===== src/rtl/kbd_pkg.sv =====
// Shared scan-code constants, decoder state encoding and direction helpers
// for the PS/2 arrow-key decoder.
package kbd_pkg;

    typedef enum logic [1:0] {IDLE_ST, EXT_ST, BRK_ST, EXT_BRK_ST} kbd_state_t;

    // Direction vector, MSB first: {up, down, left, right}
    typedef logic [3:0] dir_t;
    localparam int DIR_UP    = 3;
    localparam int DIR_DOWN  = 2;
    localparam int DIR_LEFT  = 1;
    localparam int DIR_RIGHT = 0;

    localparam logic [7:0] PFX_EXT  = 8'hE0;
    localparam logic [7:0] PFX_BRK  = 8'hF0;
    localparam logic [7:0] SC_UP    = 8'h75;
    localparam logic [7:0] SC_DOWN  = 8'h72;
    localparam logic [7:0] SC_LEFT  = 8'h6B;
    localparam logic [7:0] SC_RIGHT = 8'h74;
    localparam logic [7:0] SC_W     = 8'h1D;
    localparam logic [7:0] SC_A     = 8'h1C;
    localparam logic [7:0] SC_S     = 8'h1B;
    localparam logic [7:0] SC_D     = 8'h23;

    // One-hot direction for an extended arrow code, zero for anything else
    function automatic dir_t arrow_dir(input logic [7:0] code);
        case (code)
            SC_UP:    arrow_dir = 4'b1000;
            SC_DOWN:  arrow_dir = 4'b0100;
            SC_LEFT:  arrow_dir = 4'b0010;
            SC_RIGHT: arrow_dir = 4'b0001;
            default:  arrow_dir = 4'b0000;
        endcase
    endfunction

    function automatic dir_t wasd_dir(input logic [7:0] code);
        case (code)
            SC_W:    wasd_dir = 4'b1000;
            SC_S:    wasd_dir = 4'b0100;
            SC_A:    wasd_dir = 4'b0010;
            SC_D:    wasd_dir = 4'b0001;
            default: wasd_dir = 4'b0000;
        endcase
    endfunction

endpackage


===== src/rtl/kbd_seq_timer.sv =====
// Saturating idle counter used to abandon a prefix sequence that never completed.
// expired is high while the count sits at TIMEOUT_CYCLES-1.
module kbd_seq_timer
#(
    parameter int TIMEOUT_CYCLES = 50000
)
(
    input  logic clk,
    input  logic resetN,
    input  logic clr,
    input  logic en,
    output logic expired
);

    localparam int CW = (TIMEOUT_CYCLES > 1) ? $clog2(TIMEOUT_CYCLES) : 1;
    localparam logic [CW-1:0] LAST = CW'(TIMEOUT_CYCLES - 1);

    logic [CW-1:0] cnt;

    always_ff @(posedge clk or negedge resetN) begin
        if (!resetN)
            cnt <= '0;
        else if (clr)
            cnt <= '0;
        else if (en && cnt != LAST)
            cnt <= cnt + CW'(1);
    end

    assign expired = (cnt == LAST);

endmodule


===== src/rtl/kbd_arrow_decoder.sv =====
// PS/2 scan-code stream -> held flags for up/down/left/right, with E0/F0 prefix
// tracking, repeat filtering and prefix timeout. Define KBD_WASD_EN to also map W/A/S/D.
module kbd_arrow_decoder
    import kbd_pkg::*;
#(
    parameter int TIMEOUT_CYCLES = 50000
)
(
    input  logic       clk,
    input  logic       resetN,
    input  logic       byte_valid,
    input  logic [7:0] byte_data,
    input  logic       clear_all,
    output logic       up_key_pressed,
    output logic       down_key_pressed,
    output logic       left_key_pressed,
    output logic       right_key_pressed,
    output logic       key_event
);

    kbd_state_t state_q, state_d;
    dir_t       arrow_q, arrow_d;
    dir_t       dir_q, dir_d;
    dir_t       code_arrow;
    logic       key_event_q;
    logic       expired;
`ifdef KBD_WASD_EN
    dir_t       wasd_q, wasd_d;
    dir_t       code_wasd;
    assign code_wasd = wasd_dir(byte_data);
`endif

    assign code_arrow = arrow_dir(byte_data);

    kbd_seq_timer #(.TIMEOUT_CYCLES(TIMEOUT_CYCLES)) u_seq_timer (
        .clk     (clk),
        .resetN  (resetN),
        .clr     (byte_valid || state_q == IDLE_ST),
        .en      (state_q != IDLE_ST),
        .expired (expired)
    );

    always_comb begin
        state_d = state_q;
        arrow_d = arrow_q;
`ifdef KBD_WASD_EN
        wasd_d  = wasd_q;
`endif
        if (clear_all) begin
            state_d = IDLE_ST;
            arrow_d = '0;
`ifdef KBD_WASD_EN
            wasd_d  = '0;
`endif
        end else if (byte_valid) begin
            // A byte always wins over a timeout expiring in the same cycle
            case (state_q)
                IDLE_ST: begin
                    if (byte_data == PFX_EXT)      state_d = EXT_ST;
                    else if (byte_data == PFX_BRK) state_d = BRK_ST;
                    else begin
`ifdef KBD_WASD_EN
                        wasd_d = wasd_q | code_wasd;
`endif
                        state_d = IDLE_ST;
                    end
                end
                EXT_ST: begin
                    if (byte_data == PFX_BRK)      state_d = EXT_BRK_ST;
                    else if (byte_data == PFX_EXT) state_d = EXT_ST;
                    else begin
                        arrow_d = arrow_q | code_arrow;
                        state_d = IDLE_ST;
                    end
                end
                BRK_ST: begin
                    if (byte_data == PFX_EXT) state_d = EXT_ST;
                    else begin
`ifdef KBD_WASD_EN
                        wasd_d = wasd_q & ~code_wasd;
`endif
                        state_d = IDLE_ST;
                    end
                end
                EXT_BRK_ST: begin
                    arrow_d = arrow_q & ~code_arrow;
                    state_d = IDLE_ST;
                end
                default: state_d = IDLE_ST;
            endcase
        end else if (expired) begin
            state_d = IDLE_ST;
        end
    end

`ifdef KBD_WASD_EN
    assign dir_d = arrow_d | wasd_d;
`else
    assign dir_d = arrow_d;
`endif

    always_ff @(posedge clk or negedge resetN) begin
        if (!resetN) begin
            state_q     <= IDLE_ST;
            arrow_q     <= '0;
            dir_q       <= '0;
            key_event_q <= 1'b0;
        end else begin
            state_q     <= state_d;
            arrow_q     <= arrow_d;
            dir_q       <= dir_d;
            key_event_q <= (dir_d != dir_q);
        end
    end

`ifdef KBD_WASD_EN
    always_ff @(posedge clk or negedge resetN) begin
        if (!resetN) wasd_q <= '0;
        else         wasd_q <= wasd_d;
    end
`endif

    assign up_key_pressed    = dir_q[DIR_UP];
    assign down_key_pressed  = dir_q[DIR_DOWN];
    assign left_key_pressed  = dir_q[DIR_LEFT];
    assign right_key_pressed = dir_q[DIR_RIGHT];
    assign key_event         = key_event_q;

endmodule

===== config.mk =====
export PLATFORM = sky130hd
export DESIGN_NAME = kbd_arrow_decoder
export DESIGN_NICKNAME = d
export VERILOG_FILES = /design/src/rtl/kbd_pkg.sv /design/src/rtl/kbd_seq_timer.sv /design/src/rtl/kbd_arrow_decoder.sv
export SDC_FILE = /design/constraint.sdc
export NUM_CORES = 1
export LEC_CHECK = 0
export CAP_MARGIN = 20
export CORE_AREA = 2 2 76 78
export DETAILED_ROUTE_END_ITERATION = 8
export DIE_AREA = 0 0 78 80
export GPL_TIMING_DRIVEN = 0
export SLEW_MARGIN = 15
export SYNTH_ARGS = -nofsm -noshare
export SYNTH_HDL_FRONTEND = slang
export SYNTH_HIERARCHICAL = 1
export SYNTH_SLANG_ARGS = --single-unit

===== constraint.sdc =====
create_clock -name clk -period 2.35 [get_ports clk]
set_input_delay 0.47 -clock clk [delete_from_list [all_inputs] [get_ports clk]]
set_output_delay 0.47 -clock clk [all_outputs]
set_load 0.1 [all_outputs]

==> summary.md <==
| Metric | Value |
|---|---|
| Status | complete, no violations |
| H-tree levels | 1 |
| Worst Tran Pin Value | 0.964 ns |
| CTS tree | yes |
| CP max FO | 4 |
| Setup ws final | between 0.08 and 0.09 ns |
| Pins Over Slew Limit | 0 |
| VDD IR-drop max | 0.135 mV |
| NetSw | about 0.00014 W |
| Most common library cells after synthesis | dfrtp_1 (23), nor2_1 (20), nand2_1 (9) |
| Final wirelength | 2810 um |
| R2R Setup Slk | 0.35 ns |
| Die area | 6240 um2 |
| CTS Buf Count | 3 |
| CP Capture Type | primary output |
| PostCTS Resize Cnt | 0 |
| Vias | 1112 |
| Initial antenna violation count | 0 |
| Hold Buf Count CTS | 0 |
| Cell with the most instances after synthesis | dfrtp_1 |
| P per Cell Area | 401 nW/um2 |
| DP Wirelength | 2090 um |
| CTS max path bufs | 2 |
| Largest net degree at the start of global routing | 24 |
| Clock Latency Late Sink | 0.26 ns |
| Slowest CP cell | clkdlybuf4s50_1 |
| Hold Vio Cnt, Final | 0 |
| P&R area growth vs syn | 20.3% |
| Slew HR | 35.6% |
| Port Buf Inserts | 15 |
| Post-synth EDFFs | 0 |
| Share of cells above drive strength 1 | a little over a tenth |
| Routed len/inst | 11.7 um |
| Main flop type after synthesis | dfrtp_1 |
| Number of nets in the layout | 181 |
| Syn nets | 161 |
| Routability Congestion | around 0.77 |
| Lkg Pwr | roughly 0.67 nW |
| Final setup viols | 0 |
| Net switching fraction of the power | 20.7% |
| N_diodes | 0 |
| Dpl ws | approximately 0.33 ns |
| Yosys warnings | 6 |
| Mean Syn Cell Area | 9.49 um2 |
| Core Region | 5410 um2 |
| Grt total ovfl | 0 |
| Post-route minimum period | 2.26 ns |
| Number of I/O pins | 17 |
| DR pass1 iterations | 4 |
| Synth area leaders | dfrtp_1 (41%), nor2_1 (5.3%), mux2i_1 (5.0%) |
| Initial Util | 26.0% |
| Setup_tns | 0 ns |
| CP cell instances | clkdlybuf4s50_1 |
| Critical Path RT | 1.88 ns |
| Fmax | 442 MHz |
| Iter 0 DRT Violations | 36 |
| Worst Skew | 0.00214 ns |
| Clock slew at reported path FFs | 0.08 ns |
| Part of the power in registers | 58.3% |
| Netlist Area Pre-Place | 1400 um2 |
| Fillers | slightly below 600 |
| Yosys cell types | 47 |
| Crit-path leading delay family | buffers and inverters |
| Combinational power share | 6.5% |
| First-pass GRT wire length | 4970 um |
| Worst Hold Class | input port to async pin |
| Asr flop ratio synth | 100% |
| Post-route ant nets | 0 |
| Num Clock Sinks | 23 |
| Cell accounting for the most synthesized area | dfrtp_1 |
| Post-synthesis sequential area ratio | between 40 and 50% |
| Die Y | about 80 um |
| Internal | 0.000537 W |
| Row count | 27 |
| Crit path largest cell delay | 1.14 ns |
| DR DRC count | 0 |
| Mapped Cells | 148 |
| Total Routing Usage GR | 9.76% |
| Period utilization | 96.3% |
| Critical path arrival | 1.79 ns |
| Yosys top cell area share | roughly two fifths |
| Yosys reg bits | 23 |
| Vias per cell | 4.65 |
| Clock power share | between 30% and 40% |
| Vias in the first global route | 1082 |
| WS Path Type | flip-flop to primary output |
| Post-CTS setup buffer count | 0 |
| Clock root cell | clkbuf_8 |
| Die width | 78 um |
| Max-cap viol count | 0 |
| RSZ-0062 raised after global routing | false |
| Worst Path Buf+Inv | 1 |
| Critical Path Source Type | flip-flop |
-- area by class of cell --
type,instances,area (um2),share of cell area (%)
buffer,5,40.0,2.37
clock buffer,4,45.0,2.67
inverter,4,15.0,0.889
multi-input combinational,116,773,45.8
sequential,23,576,34.1
tap,72,90.1,5.33
timing repair buffer,15,150,8.89
-- flip-flops by register name, summed over array words and instances (netlist names) --
signal	cells
dir_q	4
key_event	1
state_q	2
u_seq_timer/cnt	16
-- routing by layer --
layer | GRT usage, % | wire, um
met1 | 13.4 | 1420
met2 | 15.5 | 1330
met3 | 1.02 | 15
met4 | 4.21 | 34
met5 | 0 | 0
-- final timing paths --
| check | endpoint | cells past startpoint | from |
|---|---|---|---|
| min in group clk | u_seq_timer/cnt[12] | 2 | u_seq_timer/cnt[12] |
| setup / recovery | up_key_pressed | 1 | dir_q[3] |
| hold reg to reg | u_seq_timer/cnt[12] | 2 | u_seq_timer/cnt[12] |
| setup reg to reg | u_seq_timer/cnt[14] | 7 | state_q[1] |
| hold / removal | dir_q[0] | 1 | resetN |
| max in group asynchronous | u_seq_timer/cnt[5] | 1 | resetN |
-- per-stage QoR --
stage	area (um2)	std cells	hold slack, ns	utilization, %	total power, W
6_report	1690	239	0.172	31.3	0.000678
5_1_grt	1690	239	0.211	31.3	0.000711
4_1_cts	1690	239	0.578	31.3	0.000694
3_5_place_dp	1640	235	0.553	30.4	0.000449
3_3_place_gp	1640	235	0.562	30.4	0.000449
2_1_floorplan	1400	148	0.174	-	0.000417
-- kinds of logic after synthesis --
logic type               count (synthesis)  synth area share, %
AND/OR/NAND/NOR                         79                 32.4
flip-flops                              23                 41.0
AO/OA/AOI/OAI                           18                 9.36
multiplexers                            10                 7.40
buffers and inverters                    9                 3.92
XOR/XNOR                                 8                 4.99
adder cells (fa/ha/maj)                  1                0.891
-- worst reg2reg max path, cell delays in order, from the launching register on --
cell and delay, ns:
dfrtp_1 0.32, buf_2 0.19, or2_2 0.15, buf_6 0.14
and4_1 0.23, nand3_1 0.14, nor4_1 0.35, mux2_2 0.38
-- power by group through the flow --
| stage | sequential (W) | clock (W) | combinational (W) |
|---|---|---|---|
| 6_report | 0.000395 | 0.000238 | 0.0000440 |
| 5_1_grt | 0.000395 | 0.000265 | 0.0000496 |
| 4_1_cts | 0.000395 | 0.000253 | 0.0000461 |
| 3_5_place_dp | 0.000403 | 0 | 0.0000461 |
| 3_3_place_gp | 0.000403 | 0 | 0.0000456 |
| 2_1_floorplan | 0.000403 | 0 | 0.0000139 |
-- layout by cell type (no fill, tap or decap), types with 4 or more instances in the layout --
cell / synthesis / final
nand3_1: 8 / 8
nor2_1: 20 / 20
xor2_1: 5 / 5
dfrtp_1: 23 / 23
clkdlybuf4s50_1: 0 / 12
mux2i_1: 7 / 7
inv_1: 4 / 4
nand4_1: 4 / 4
a21oi_1: 7 / 7
nor3_1: 6 / 6
nor4_1: 6 / 6
nand2_1: 9 / 9
No activity file was read; power rests on OpenSTA's default activity.
